--- src/rtl/cond_pkg.sv ---
// rtl/cond_pkg.sv - condition codes and flag bit positions for cond_unit
package cond_pkg;

    typedef enum logic [3:0] {
        COND_EQ = 4'b0000,
        COND_NE = 4'b0001,
        COND_CS = 4'b0010,
        COND_CC = 4'b0011,
        COND_MI = 4'b0100,
        COND_PL = 4'b0101,
        COND_VS = 4'b0110,
        COND_VC = 4'b0111,
        COND_HI = 4'b1000,
        COND_LS = 4'b1001,
        COND_GE = 4'b1010,
        COND_LT = 4'b1011,
        COND_GT = 4'b1100,
        COND_LE = 4'b1101,
        COND_AL = 4'b1110,
        COND_NV = 4'b1111
    } cond_e;

    localparam int FLAG_N = 3;
    localparam int FLAG_Z = 2;
    localparam int FLAG_C = 1;
    localparam int FLAG_V = 0;

endpackage

--- src/rtl/cond_check.sv ---
// rtl/cond_check.sv - combinational ARM condition-field evaluation against {N,Z,C,V}
module cond_check
    import cond_pkg::*;
(
    input  logic [3:0] Cond,
    input  logic [3:0] Flags,
    output logic       pass
);

    logic n, z, c, v;

    assign n = Flags[FLAG_N];
    assign z = Flags[FLAG_Z];
    assign c = Flags[FLAG_C];
    assign v = Flags[FLAG_V];

    // Decode the condition field; the 1111 encoding never passes.
    always_comb begin
        pass = 1'b0;
        case (cond_e'(Cond))
            COND_EQ: pass = z;
            COND_NE: pass = ~z;
            COND_CS: pass = c;
            COND_CC: pass = ~c;
            COND_MI: pass = n;
            COND_PL: pass = ~n;
            COND_VS: pass = v;
            COND_VC: pass = ~v;
            COND_HI: pass = c & ~z;
            COND_LS: pass = ~c | z;
            COND_GE: pass = (n == v);
            COND_LT: pass = (n != v);
            COND_GT: pass = ~z & (n == v);
            COND_LE: pass = z | (n != v);
            COND_AL: pass = 1'b1;
            COND_NV: pass = 1'b0;
            default: pass = 1'b0;
        endcase
    end

endmodule

--- src/rtl/cond_unit.sv ---
// rtl/cond_unit.sv - conditional-execution unit with flag register; COND_STATS_EN adds exec/skip counters
module cond_unit
    import cond_pkg::*;
(
    input  logic       clk,
    input  logic       reset,
    input  logic       instr_valid,
    input  logic [3:0] Cond,
    input  logic [1:0] FlagW,
    input  logic [3:0] ALUFlags,
    input  logic       PCS,
    input  logic       RegW,
    input  logic       MemW,
    input  logic       NoWrite,
    input  logic       flags_wr_en,
    input  logic [3:0] flags_wr_data,
    output logic       PCSrc,
    output logic       RegWrite,
    output logic       MemWrite,
    output logic       CondEx,
    output logic [3:0] Flags,
    output logic       carry_out
`ifdef COND_STATS_EN
    ,
    output logic [15:0] exec_count,
    output logic [15:0] skip_count
`endif
);

    logic pass;

    cond_check u_cond_check (
        .Cond  (Cond),
        .Flags (Flags),
        .pass  (pass)
    );

    // Condition is evaluated against the registered flags, so a flag-setting
    // instruction sees the values from before its own update.
    assign CondEx    = instr_valid & pass & ~reset;
    assign PCSrc     = PCS & CondEx;
    assign RegWrite  = RegW & CondEx & ~NoWrite;
    assign MemWrite  = MemW & CondEx;
    assign carry_out = Flags[FLAG_C];

    // Flag register: reset beats direct write, direct write beats ALU update.
    always_ff @(posedge clk) begin
        if (reset) begin
            Flags <= 4'b0000;
        end else if (flags_wr_en) begin
            Flags <= flags_wr_data;
        end else if (CondEx) begin
            if (FlagW[1]) begin
                Flags[FLAG_N] <= ALUFlags[FLAG_N];
                Flags[FLAG_Z] <= ALUFlags[FLAG_Z];
            end
            if (FlagW[0]) begin
                Flags[FLAG_C] <= ALUFlags[FLAG_C];
                Flags[FLAG_V] <= ALUFlags[FLAG_V];
            end
        end
    end

`ifdef COND_STATS_EN
    // Saturating counters of executed and skipped valid instructions.
    always_ff @(posedge clk) begin
        if (reset) begin
            exec_count <= 16'h0000;
            skip_count <= 16'h0000;
        end else if (instr_valid) begin
            if (pass) begin
                if (exec_count != 16'hFFFF) exec_count <= exec_count + 16'h0001;
            end else begin
                if (skip_count != 16'hFFFF) skip_count <= skip_count + 16'h0001;
            end
        end
    end
`endif

endmodule

--- config.mk ---
export PLATFORM = sky130hd
export DESIGN_NAME = cond_unit
export DESIGN_NICKNAME = d
export VERILOG_FILES = /design/src/rtl/cond_pkg.sv /design/src/rtl/cond_check.sv /design/src/rtl/cond_unit.sv
export SDC_FILE = /design/constraint.sdc
export NUM_CORES = 1
export LEC_CHECK = 0
export CORE_AREA = 2 2 39 41
export DETAILED_ROUTE_END_ITERATION = 10
export DIE_AREA = 0 0 41 43
export PLACE_DENSITY = 0.72
export SYNTH_ARGS = -nofsm -noshare
export SYNTH_HDL_FRONTEND = slang
export SYNTH_SLANG_ARGS = --single-unit
--- constraint.sdc ---
create_clock -name clk -period 3.05 [get_ports clk]
set_input_delay 0.61 -clock clk [delete_from_list [all_inputs] [get_ports clk]]
set_output_delay 0.61 -clock clk [all_outputs]
set_load 0.01 [all_outputs]
==> flow_summary.ini, run 1 <==
[outcome]
status = finished clean

[setup_path]
worstSetupStartpointType = input port
worst_path_required_time_ns = 2.44
cells_along_the_critical_path = dlygate4sd2_1, o21ba_2, o22ai_1, mux2_2, and3_2, clkdlybuf4s50_1
timing.critical_path.slowest_cell_delay_ns = 0.47
worstSetupEndpointType = output port
worst-endpoint-arrival_ns = 2.33
critical_path.slowest_cell = sky130_fd_sc_hd__clkdlybuf4s50_1
criticalPathCategory = input port to output port
critical_path_peak_fanout = 4

[cells_and_area]
layout-drive-gt1-share = 0.167
stdcell_count = 94
largest_registers_in_the_final_layout = Flags (4)
layout.area.seq_sq_um = 80.1
fin_area_sq_um = 764
area_growth_syn_to_layout_pct = 86.9
final_net_count = 102
largest_reg_flops = 4
filler_cell_count = 145
largest_register_by_flop_count = Flags
num_antenna_cells = 0
multi_input_comb_area_sq_um = 318

[place]
place.detailed.hpwl_microns = 942
io_buffer_count = 30
finalWeightedCongestion = 0.662
placement.setup.worst_slack_ns = -0.284
place_area_sq_um = 748
dp_cells = 91

[grt]
gr_ovfl_total = 0
groute.usage.overall = 0.148
grt_first_pass_wirelength_microns = 1750
grt_start_max_net_pins = 9
vias_in_the_first_global_route = 449
grt_antenna_before_repair = 0

[job]
timing.max_cap.violations = 0

[die]
die-area_sq_mm = 0.00176
die_x_microns = 41
die_h_microns = 43
floorplan.initialDensity = 0.296
coreArea_sq_mm = 0.00138
number_of_placement_rows = 14
ios = 31

[timing]
fin_crit_ns = 2.94
fin_skew_ns = 0.00622
setup_viol = 0
slew-limit-headroom = 0.775
timing.setup.tns_ns = 0
finalCritPeriodShare = 0.963
fmax_mhz = 340
tightestPinTransition_ns = 0.336
finalWorstSetupSlack_ns = 0.112
timing_hold_violations_final = 0
grt_setup_unrepaired = no
final_max_slew_viol_count = 0

[synth]
fraction_of_synthesized_cell_area_taken_by_the_top_area_cell_type = 0.196
post_synth_xor_area_fraction = 0.0856
total_of_warnings_raised_by_yosys = 0
synth_top_family_by_area = multiplexers
yosys.area_share.adder = 0
synth_area_in_simple_gates = 0.235
number_of_distinct_library_cell_variants_in_the_gate_level_netlist_after_synthesis = 20
synth.area.top_cells = sky130_fd_sc_hd__dfxtp_1 (20%), sky130_fd_sc_hd__mux2i_1 (15%), sky130_fd_sc_hd__mux2_1 (11%)
synth_compound_gate_area_share = 0.171
postSynthCellCount = 43
syn-num-nets = 65
synth_largest_area_cell = sky130_fd_sc_hd__dfxtp_1
yosys_register_bits = 4
cell_area_after_technology_mapping_sq_um = 409
post_synth_mux_area_share = 0.284
post_synth.cell_area_avg_sq_um = 9.51
ys_seq_area_frac = 0.196

[clock_network]
clk_latency_ns = 0.23
clock_tree.root_cell = sky130_fd_sc_hd__clkbuf_4
cts_buffer_depth = 2
cts_bufs_inserted = 3
cts_htree_levels = 1
clock_slew_seen_by_the_registers_of_the_worst_setup_and_hold_paths_ns = 0.04
numClockSinks = 4
tritoncts_clock_tree = done

[power_and_ir_drop]
pwr_density_cell_mw_per_mm2 = 290
power.leakage_uw = 0.000339
vdd_drop_max_v = 0.000188

[routing]
drt_pass1_iterations = 2
routed_wirelength_microns = 1110
post-route-drc-count = 0
ant_nets = 0
detail_route.iter0.violations = 3
via_count = 436
via_per_inst = 4.64
wirelength_per_cell_microns = 11.8

[min_path]
min_path_type = flip-flop to flip-flop
-- metrics by stage --
step | hold WS [ns] | util | total power, uW
after floorplan | 0.653 | - | 105
after global placement | 0.652 | 0.541 | 158
after detailed placement | 0.661 | 0.541 | 160
after CTS | 0.689 | 0.552 | 227
after global routing | 0.718 | 0.552 | 237
final | 0.677 | 0.552 | 222
-- synth_stat cells (all sizes together) --
| master | number |
|---|---|
| mux2i | 6 |
| mux2 | 5 |
| nor2 | 5 |
| nor2b | 5 |
| dfxtp | 4 |
| a41oi | 2 |
| and2 | 2 |
| buf | 2 |
| xnor2 | 2 |
| xor2 | 2 |
| a22oi | 1 |
| and2b | 1 |
| and3 | 1 |
| and3b | 1 |
| nand2 | 1 |
| nand2b | 1 |
| o21ba | 1 |
| o22ai | 1 |
-- what timing repair did --
action	4_1_cts	5_1_grt
setup buffers	0	0
setup endpoints to repair	4	0
hold buffers	0	0
resized for setup	5	0
-- cell families (layout without fill, tap and decap cells) --
kind of cell           after synthesis  after routing
AND/OR/NAND/NOR                     17             17
AO/OA/AOI/OAI                        5              5
buffers and inverters                2             37
multiplexers                        11             11
flip-flops                           4              4
XOR/XNOR                             4              4
-- critical path, delay by kind of cell --
family / cells / cell delay [ns]
buffers and inverters: 2 / 0.76
muxes: 1 / 0.37
AOI/OAI and AO/OA: 2 / 0.40
and+or+nand+nor: 1 / 0.19
-- placed cells by master, fill, tap and decap left out, drive strengths merged --
cell type and instances:
nor2 5, clkbuf 3, and2b 1, and3b 1
a22oi 1, buf 4, o22ai 1, dlygate4sd2 5
and3 1, a41oi 2, nor2b 5, mux2i 6
nand2 1, nand2b 1, dfxtp 4, clkdlybuf4s50 25
mux2 5, xnor2 2, and2 2, xor2 2
o21ba 1
-- path summary, 6_finish.rpt --
kind,cells after the start,to,slack [ns],start
worst max-delay path,6,CondEx,0.11,Cond[2]
worst min-delay path,2,Flags[2]$_SDFFE_PP0P_,0.68,Flags[2]$_SDFFE_PP0P_
worst max register to register,6,Flags[3]$_SDFFE_PP0P_,1.15,Flags[2]$_SDFFE_PP0P_
worst min register to register,2,Flags[2]$_SDFFE_PP0P_,0.68,Flags[2]$_SDFFE_PP0P_
-- area by class of cell --
| cell class | count | share of cell area |
|---|---|---|
| well taps | 16 | 0.0262 |
| clock buffers | 3 | 0.0295 |
| flip-flops and latches | 4 | 0.105 |
| multi-input cells | 37 | 0.416 |
| repair buffers | 34 | 0.424 |
-- where the power goes --
part / internal [uW] / switching [uW] / leakage (uW) / total (uW)
sequential: 56.9 / 4.76 / 0.0000331 / 61.6
combinational: 61.2 / 33.7 / 0.000292 / 94.9
clock: 44.0 / 21.0 / 0.0000138 / 65.0
total: 162 / 59.5 / 0.000339 / 222
-- layer usage --
layer,part of all wire,GRT usage,up-vias
met5,0,0,-
met1,0.38,0.151,196
met2,0.51,0.253,19
met3,0.11,0.0419,0
li1,-,-,221
met4,0,0.0800,0
Power figures use the tool's default switching activity.
==> inputs of run 2 (changes only) <==
clock period = 2.9 ns   (was 3.05 ns; I/O delays follow)
==> flow_summary.ini, run 2 (synthesis results as in run 1) <==
[power_and_ir_drop]
power_frac_clock = 0.285
vdd_drop_max_v = 0.000193
power_report.internal_total_uw = 171
power.share.switching = 0.264
comb_power_share = 0.435
pwr_density_cell_mw_per_mm2 = 301
seq_power_share = 0.280
power.net_switching_uw = 61.3
power.leakage_uw = 0.000357
total_power_uw = 232

[timing]
fin_crit_ns = 2.80
slew-limit-headroom = 0.785
fin_skew_ns = 0.00253
finalWorstSetupSlack_ns = 0.0993
tightestPinTransition_ns = 0.322
setup_viol = 0
grt_setup_unrepaired = no
final_max_slew_viol_count = 0
fmax_mhz = 357
timing_hold_violations_final = 0
finalCritPeriodShare = 0.966

[outcome]
status = finished clean

[cells_and_area]
area_growth_syn_to_layout_pct = 89.0
largest_register_by_flop_count = Flags
filler_cell_count = 140
final_net_count = 102
fin_area_sq_um = 773
finalCoreUtilization = 0.559
most_common_library_cell_in_the_layout_ignoring_fill_and_taps = sky130_fd_sc_hd__clkdlybuf4s50_1
layout.cells.most_common_list = sky130_fd_sc_hd__clkdlybuf4s50_1 (24), sky130_fd_sc_hd__mux2i_1 (6), sky130_fd_sc_hd__nor2b_1 (5), sky130_fd_sc_hd__nor2_1 (5), sky130_fd_sc_hd__dlygate4sd2_1 (5)
layout-drive-gt1-share = 0.179
largest_registers_in_the_final_layout = Flags (4)
num_antenna_cells = 0
stdcell_count = 94
largest_reg_flops = 4

[clock_network]
cts_buffer_depth = 2
clock_tree.root_cell = sky130_fd_sc_hd__clkbuf_4
cts_bufs_inserted = 3
clk_latency_ns = 0.23
tritoncts_clock_tree = done
cts_htree_levels = 1
numClockSinks = 4
ctsHoldBuffers = 0
clock_slew_seen_by_the_registers_of_the_worst_setup_and_hold_paths_ns = 0.04

[place]
dp_cells = 91
finalWeightedCongestion = 0.642
placement.setup.worst_slack_ns = -0.364
place_area_sq_um = 748
io_buffer_count = 30

[die]
die-area_sq_mm = 0.00176
die_x_microns = 41
floorplan.initialDensity = 0.296
die_h_microns = 43
coreArea_sq_mm = 0.00138
number_of_placement_rows = 14
ios = 31

[grt]
groute.usage.overall = 0.149
gr_ovfl_total = 0
grt_start_max_net_pins = 9
grt_antenna_before_repair = 0
grt_first_pass_wirelength_microns = 1750
vias_in_the_first_global_route = 444

[routing]
ant_nets = 0
via_count = 439
total_length_of_routed_met3_wires_microns = 117
m1WireLength_microns = 443
drt_pass1_iterations = 2
met2RoutedLength_microns = 561
post-route-drc-count = 0
top_layer = met3
wirelength_per_cell_microns = 11.9
routed_wirelength_microns = 1120
detail_route.iter0.violations = 1
via_per_inst = 4.67

[setup_path]
criticalPathCategory = input port to output port
worst-endpoint-arrival_ns = 2.22
worst_path_required_time_ns = 2.32
worstSetupEndpointType = output port
worstSetupStartpointType = input port
critical_path_peak_fanout = 4

[job]
timing.max_cap.violations = 0

[min_path]
min_path_type = flip-flop to flip-flop
-- run 2: cell count changes in the layout (fill, tap and decap cells not counted), sizes merged --
cell	previous run	this run
clkdlybuf4s50	25	24
dlymetal6s2s	0	1
-- run 2: stage by stage --
step	hold WS [ns]	TNS [ns]
floorplan	0.653	0
global placement	0.654	-1.05
detailed placement	0.662	-1.27
CTS	0.679	0
global route	0.725	0
finish	0.665	0
-- run 2: critical path: stages --
cell,delay [ns]
sky130_fd_sc_hd__dlygate4sd2_1,0.30
sky130_fd_sc_hd__o21ba_2,0.23
sky130_fd_sc_hd__o22ai_2,0.13
sky130_fd_sc_hd__mux2_2,0.36
sky130_fd_sc_hd__and3_2,0.19
sky130_fd_sc_hd__and2_1,0.15
sky130_fd_sc_hd__dlygate4sd2_1,0.28
-- run 2: repair_timing --
action,4_1_cts,5_1_grt
endpoints found under the hold margin,0,0
endpoints found under the setup margin,4,4
gates cloned,0,0
resized for setup,5,2
buffers inserted,0,0
-- run 2: power groups by stage --
stage	clock network (uW)	registers [uW]	logic, uW
final	66.2	65.0	101
after global routing	71.9	65.7	109
after CTS	71.5	65.1	101
after detailed placement	0	65.9	102
after global placement	0	65.5	101
after floorplan	0	66.6	43.5
-- run 2: worst paths after layout --
check / startpoint / end / slack [ns] / depth (start not counted)
worst min-delay path: Flags[2]$_SDFFE_PP0P_ / Flags[2]$_SDFFE_PP0P_ / 0.67 / 2
worst min register to register: Flags[2]$_SDFFE_PP0P_ / Flags[2]$_SDFFE_PP0P_ / 0.67 / 2
worst max-delay path: Cond[2] / MemWrite / 0.1 / 7
worst max register to register: Flags[1]$_SDFFE_PP0P_ / Flags[1]$_SDFFE_PP0P_ / 1.05 / 6
-- run 2: layer usage --
| metal | vias up | global-route usage |
|---|---|---|
| li1 | 222 | - |
| met1 | 196 | 0.154 |
| met2 | 21 | 0.247 |
| met3 | 0 | 0.0471 |
| met4 | 0 | 0.0800 |
| met5 | - | 0 |
-- run 2: cell type report --
type,instances,area (sq um),area share
sequential,4,80.1,0.104
timing repair buffer,34,327,0.422
clock buffer,3,22.5,0.0291
multi-input combinational,37,324,0.419
tap,16,20.0,0.0259
==> inputs of run 3 (changes only) <==
ABC_AREA = 1   (was unset)
CORE_AREA = unset   (was 2 2 39 41)
CORE_MARGIN = 1.5   (was unset)
CORE_UTILIZATION = 35   (was unset)
DIE_AREA = unset   (was 0 0 41 43)
PLACE_DENSITY = 0.75   (was 0.72)
==> flow_summary.ini, run 3 <==
[outcome]
status = finished clean

[synth]
number_of_distinct_library_cell_variants_in_the_gate_level_netlist_after_synthesis = 17
post_synth_mux_area_share = 0
synth_flop_cell = sky130_fd_sc_hd__dfxtp_1
synth_area_in_simple_gates = 0.579
synth_largest_area_cell = sky130_fd_sc_hd__nand2_1
post-synth-top-count-cell = sky130_fd_sc_hd__nand2_1
ys_seq_area_frac = 0.163
post_synth_xor_area_fraction = 0
synth.top_cells.by_count = sky130_fd_sc_hd__nand2_1 (34), sky130_fd_sc_hd__nor2_1 (11), sky130_fd_sc_hd__nand3_1 (10), sky130_fd_sc_hd__inv_1 (7), sky130_fd_sc_hd__inv_2 (7)
total_of_warnings_raised_by_yosys = 0
yosys.area_share.adder = 0
async_s_r_ff_share_synth = 0
synth_compound_gate_area_share = 0.128
postSynthCellCount = 95
synth.area.top_cells = sky130_fd_sc_hd__nand2_1 (26%), sky130_fd_sc_hd__dfxtp_1 (16%), sky130_fd_sc_hd__nand3_1 (10%)
post_synth.cell_area_avg_sq_um = 5.16
fraction_of_synthesized_cell_area_taken_by_the_top_area_cell_type = 0.260
synth-edff-count = 0
cell_area_after_technology_mapping_sq_um = 490
yosys_register_bits = 4
synth_top_family_by_area = simple AND/OR/NAND/NOR gates
syn-num-nets = 117

[routing]
detail_route.iter0.violations = 18
routed_wirelength_microns = 1520
drt_pass1_iterations = 4
post-route-drc-count = 0
via_count = 689
via_per_inst = 4.69
wirelength_per_cell_microns = 10.3
ant_nets = 0

[die]
die_x_microns = 40.4
number_of_placement_rows = 13
floorplan.initialDensity = 0.377
coreArea_sq_mm = 0.00130
ios = 31
die_h_microns = 40.4
die-area_sq_mm = 0.00163

[grt]
grt_start_max_net_pins = 13
vias_in_the_first_global_route = 604
groute.usage.overall = 0.216
grt_first_pass_wirelength_microns = 2300
grt.met3_usage = 0.0500
gr_ovfl_total = 0
gr-usage-met2 = 0.393
grt_antenna_before_repair = 0
grt_util_met1 = 0.231
global_route.peak_usage_layer = met2

[cells_and_area]
finalCoreUtilization = 0.675
num_antenna_cells = 0
fin_area_sq_um = 878
filler_cell_count = 129
area_growth_syn_to_layout_pct = 79.1
largest_register_by_flop_count = Flags
layout.cells.most_common_list = sky130_fd_sc_hd__nand2_1 (34), sky130_fd_sc_hd__clkdlybuf4s50_1 (23), sky130_fd_sc_hd__nand3_1 (10), sky130_fd_sc_hd__nor2_1 (9)
most_common_library_cell_in_the_layout_ignoring_fill_and_taps = sky130_fd_sc_hd__nand2_1
final_net_count = 156
largest_registers_in_the_final_layout = Flags (4)
layout-drive-gt1-share = 0.205
largest_reg_flops = 4

[setup_path]
worstSetupStartpointType = input port
critical_path_peak_fanout = 3
cells_along_the_critical_path = clkdlybuf4s15_1, inv_2, buf_4, o21ai_0, o21ai_1, nor2_2, nand2_4, nand2_1, inv_2, clkdlybuf4s50_1
worst-endpoint-arrival_ns = 2.22
worstSetupEndpointType = output port
cpMostUsedCell = sky130_fd_sc_hd__inv_2
timing.critical_path.slowest_cell_delay_ns = 0.47
setup.reg_to_reg.worst_slack_ns = 1.34
criticalPathCategory = input port to output port
timing.critical_path.max_delay_family = buffers and inverters
critical_path.slowest_cell = sky130_fd_sc_hd__clkdlybuf4s50_1
worstRegToRegCells = 12
critical_path_buf_inv_count = 5
r2r-end = Flags[0]$_SDFFE_PP0P_
worst_path_required_time_ns = 2.32
reg2reg_from = Flags[0]$_SDFFE_PP0P_

[clock_network]
clock_tree.root_cell = sky130_fd_sc_hd__clkbuf_4
cts_bufs_inserted = 3
tritoncts_clock_tree = done
clk_latency_ns = 0.24
cts_buffer_depth = 2
numClockSinks = 4
clock_slew_seen_by_the_registers_of_the_worst_setup_and_hold_paths_ns = 0.04
cts_htree_levels = 1

[timing]
slew-limit-headroom = 0.787
final_max_slew_viol_count = 0
fin_skew_ns = 0.00202
tightestPinTransition_ns = 0.319
grt_setup_unrepaired = no
fmax_mhz = 357
finalCritPeriodShare = 0.966
fin_crit_ns = 2.80
timing_hold_violations_final = 0
setup_viol = 0
finalWorstSetupSlack_ns = 0.0976
finalHoldWorstSlack_ns = 0.634

[min_path]
launch_point_of_the_worst_hold_path = Flags[2]$_SDFFE_PP0P_
min_delay_path_depth = 4
min_path_type = flip-flop to flip-flop
worst_hold_path.endpoint = Flags[2]$_SDFFE_PP0P_

[place]
place.detailed.hpwl_microns = 1180
finalWeightedCongestion = 0.681
io_buffer_count = 30
placement.setup.worst_slack_ns = -0.277
place_area_sq_um = 836

[job]
timing.max_cap.violations = 0

[power_and_ir_drop]
pwr_density_cell_mw_per_mm2 = 298
power.leakage_uw = 0.000455
vdd_drop_max_v = 0.000260
[run 3: how the worst max path moves through the flow]
stage	start	endpoint	depth (start not counted)
floorplan	Cond[1]	RegWrite	13
global placement	Cond[1]	RegWrite	15
detailed placement	Cond[1]	RegWrite	15
CTS	Cond[3]	CondEx	9
global route	Cond[0]	CondEx	13
finish	Cond[0]	CondEx	10
[run 3: repair_timing]
| action | CTS | global route |
|---|---|---|
| gates resized for setup | 8 | 7 |
| pin swaps | 1 | 1 |
| hold endpoints to repair | 0 | 0 |
| hold buffers | 0 | 0 |
| setup endpoints to repair | 4 | 1 |
| setup buffers | 1 | 0 |
[run 3: worst register-to-register path: cells and delay by family, from the launching register on]
family,cells,cell delay (ns)
DFF,1,0.42
and+or+nand+nor,8,0.56
buffers and inverters,2,0.17
AOI/OAI and AO/OA,2,0.28
[run 3: per-stage QoR]
step | power (uW) | TNS, ns | std cells
after global routing | 281 | 0 | 147
after CTS | 263 | 0 | 147
final | 261 | 0 | 147
after detailed placement | 190 | -0.855 | 143
after floorplan | 126 | 0 | 95
after global placement | 187 | -0.782 | 143
[run 3: cell type report]
cell class / instances / area [sq um] / share of cell area
Multi-Input combinational cell: 75 / 367 / 0.417
Timing Repair Buffer: 36 / 338 / 0.385
Tap cell: 15 / 18.8 / 0.0214
Inverter: 14 / 52.6 / 0.0598
Clock buffer: 3 / 22.5 / 0.0256
Sequential cell: 4 / 80.1 / 0.0912
[run 3: per-layer routing]
metal  wire [microns]  vias to the layer above
met5                0                        -
met4                6                        0
met3               78                        2
met2              818                       22
met1              615                      292
li1                 -                      373
[run 3: power by group]
| part | total, uW | switching (uW) | leakage [uW] | internal, uW |
|---|---|---|---|---|
| sequential | 65.8 | 5.71 | 0.0000333 | 60.1 |
| combinational | 125 | 58.9 | 0.000408 | 65.7 |
| clock | 71.1 | 24.7 | 0.0000138 | 46.4 |
[run 3: cells by family (layout without fill, tap and decap cells)]
family                 Yosys count  after routing
and+or+nand+nor                 63             63
AOI/OAI and AO/OA               12             12
buffers and inverters           16             53
DFF                              4              4
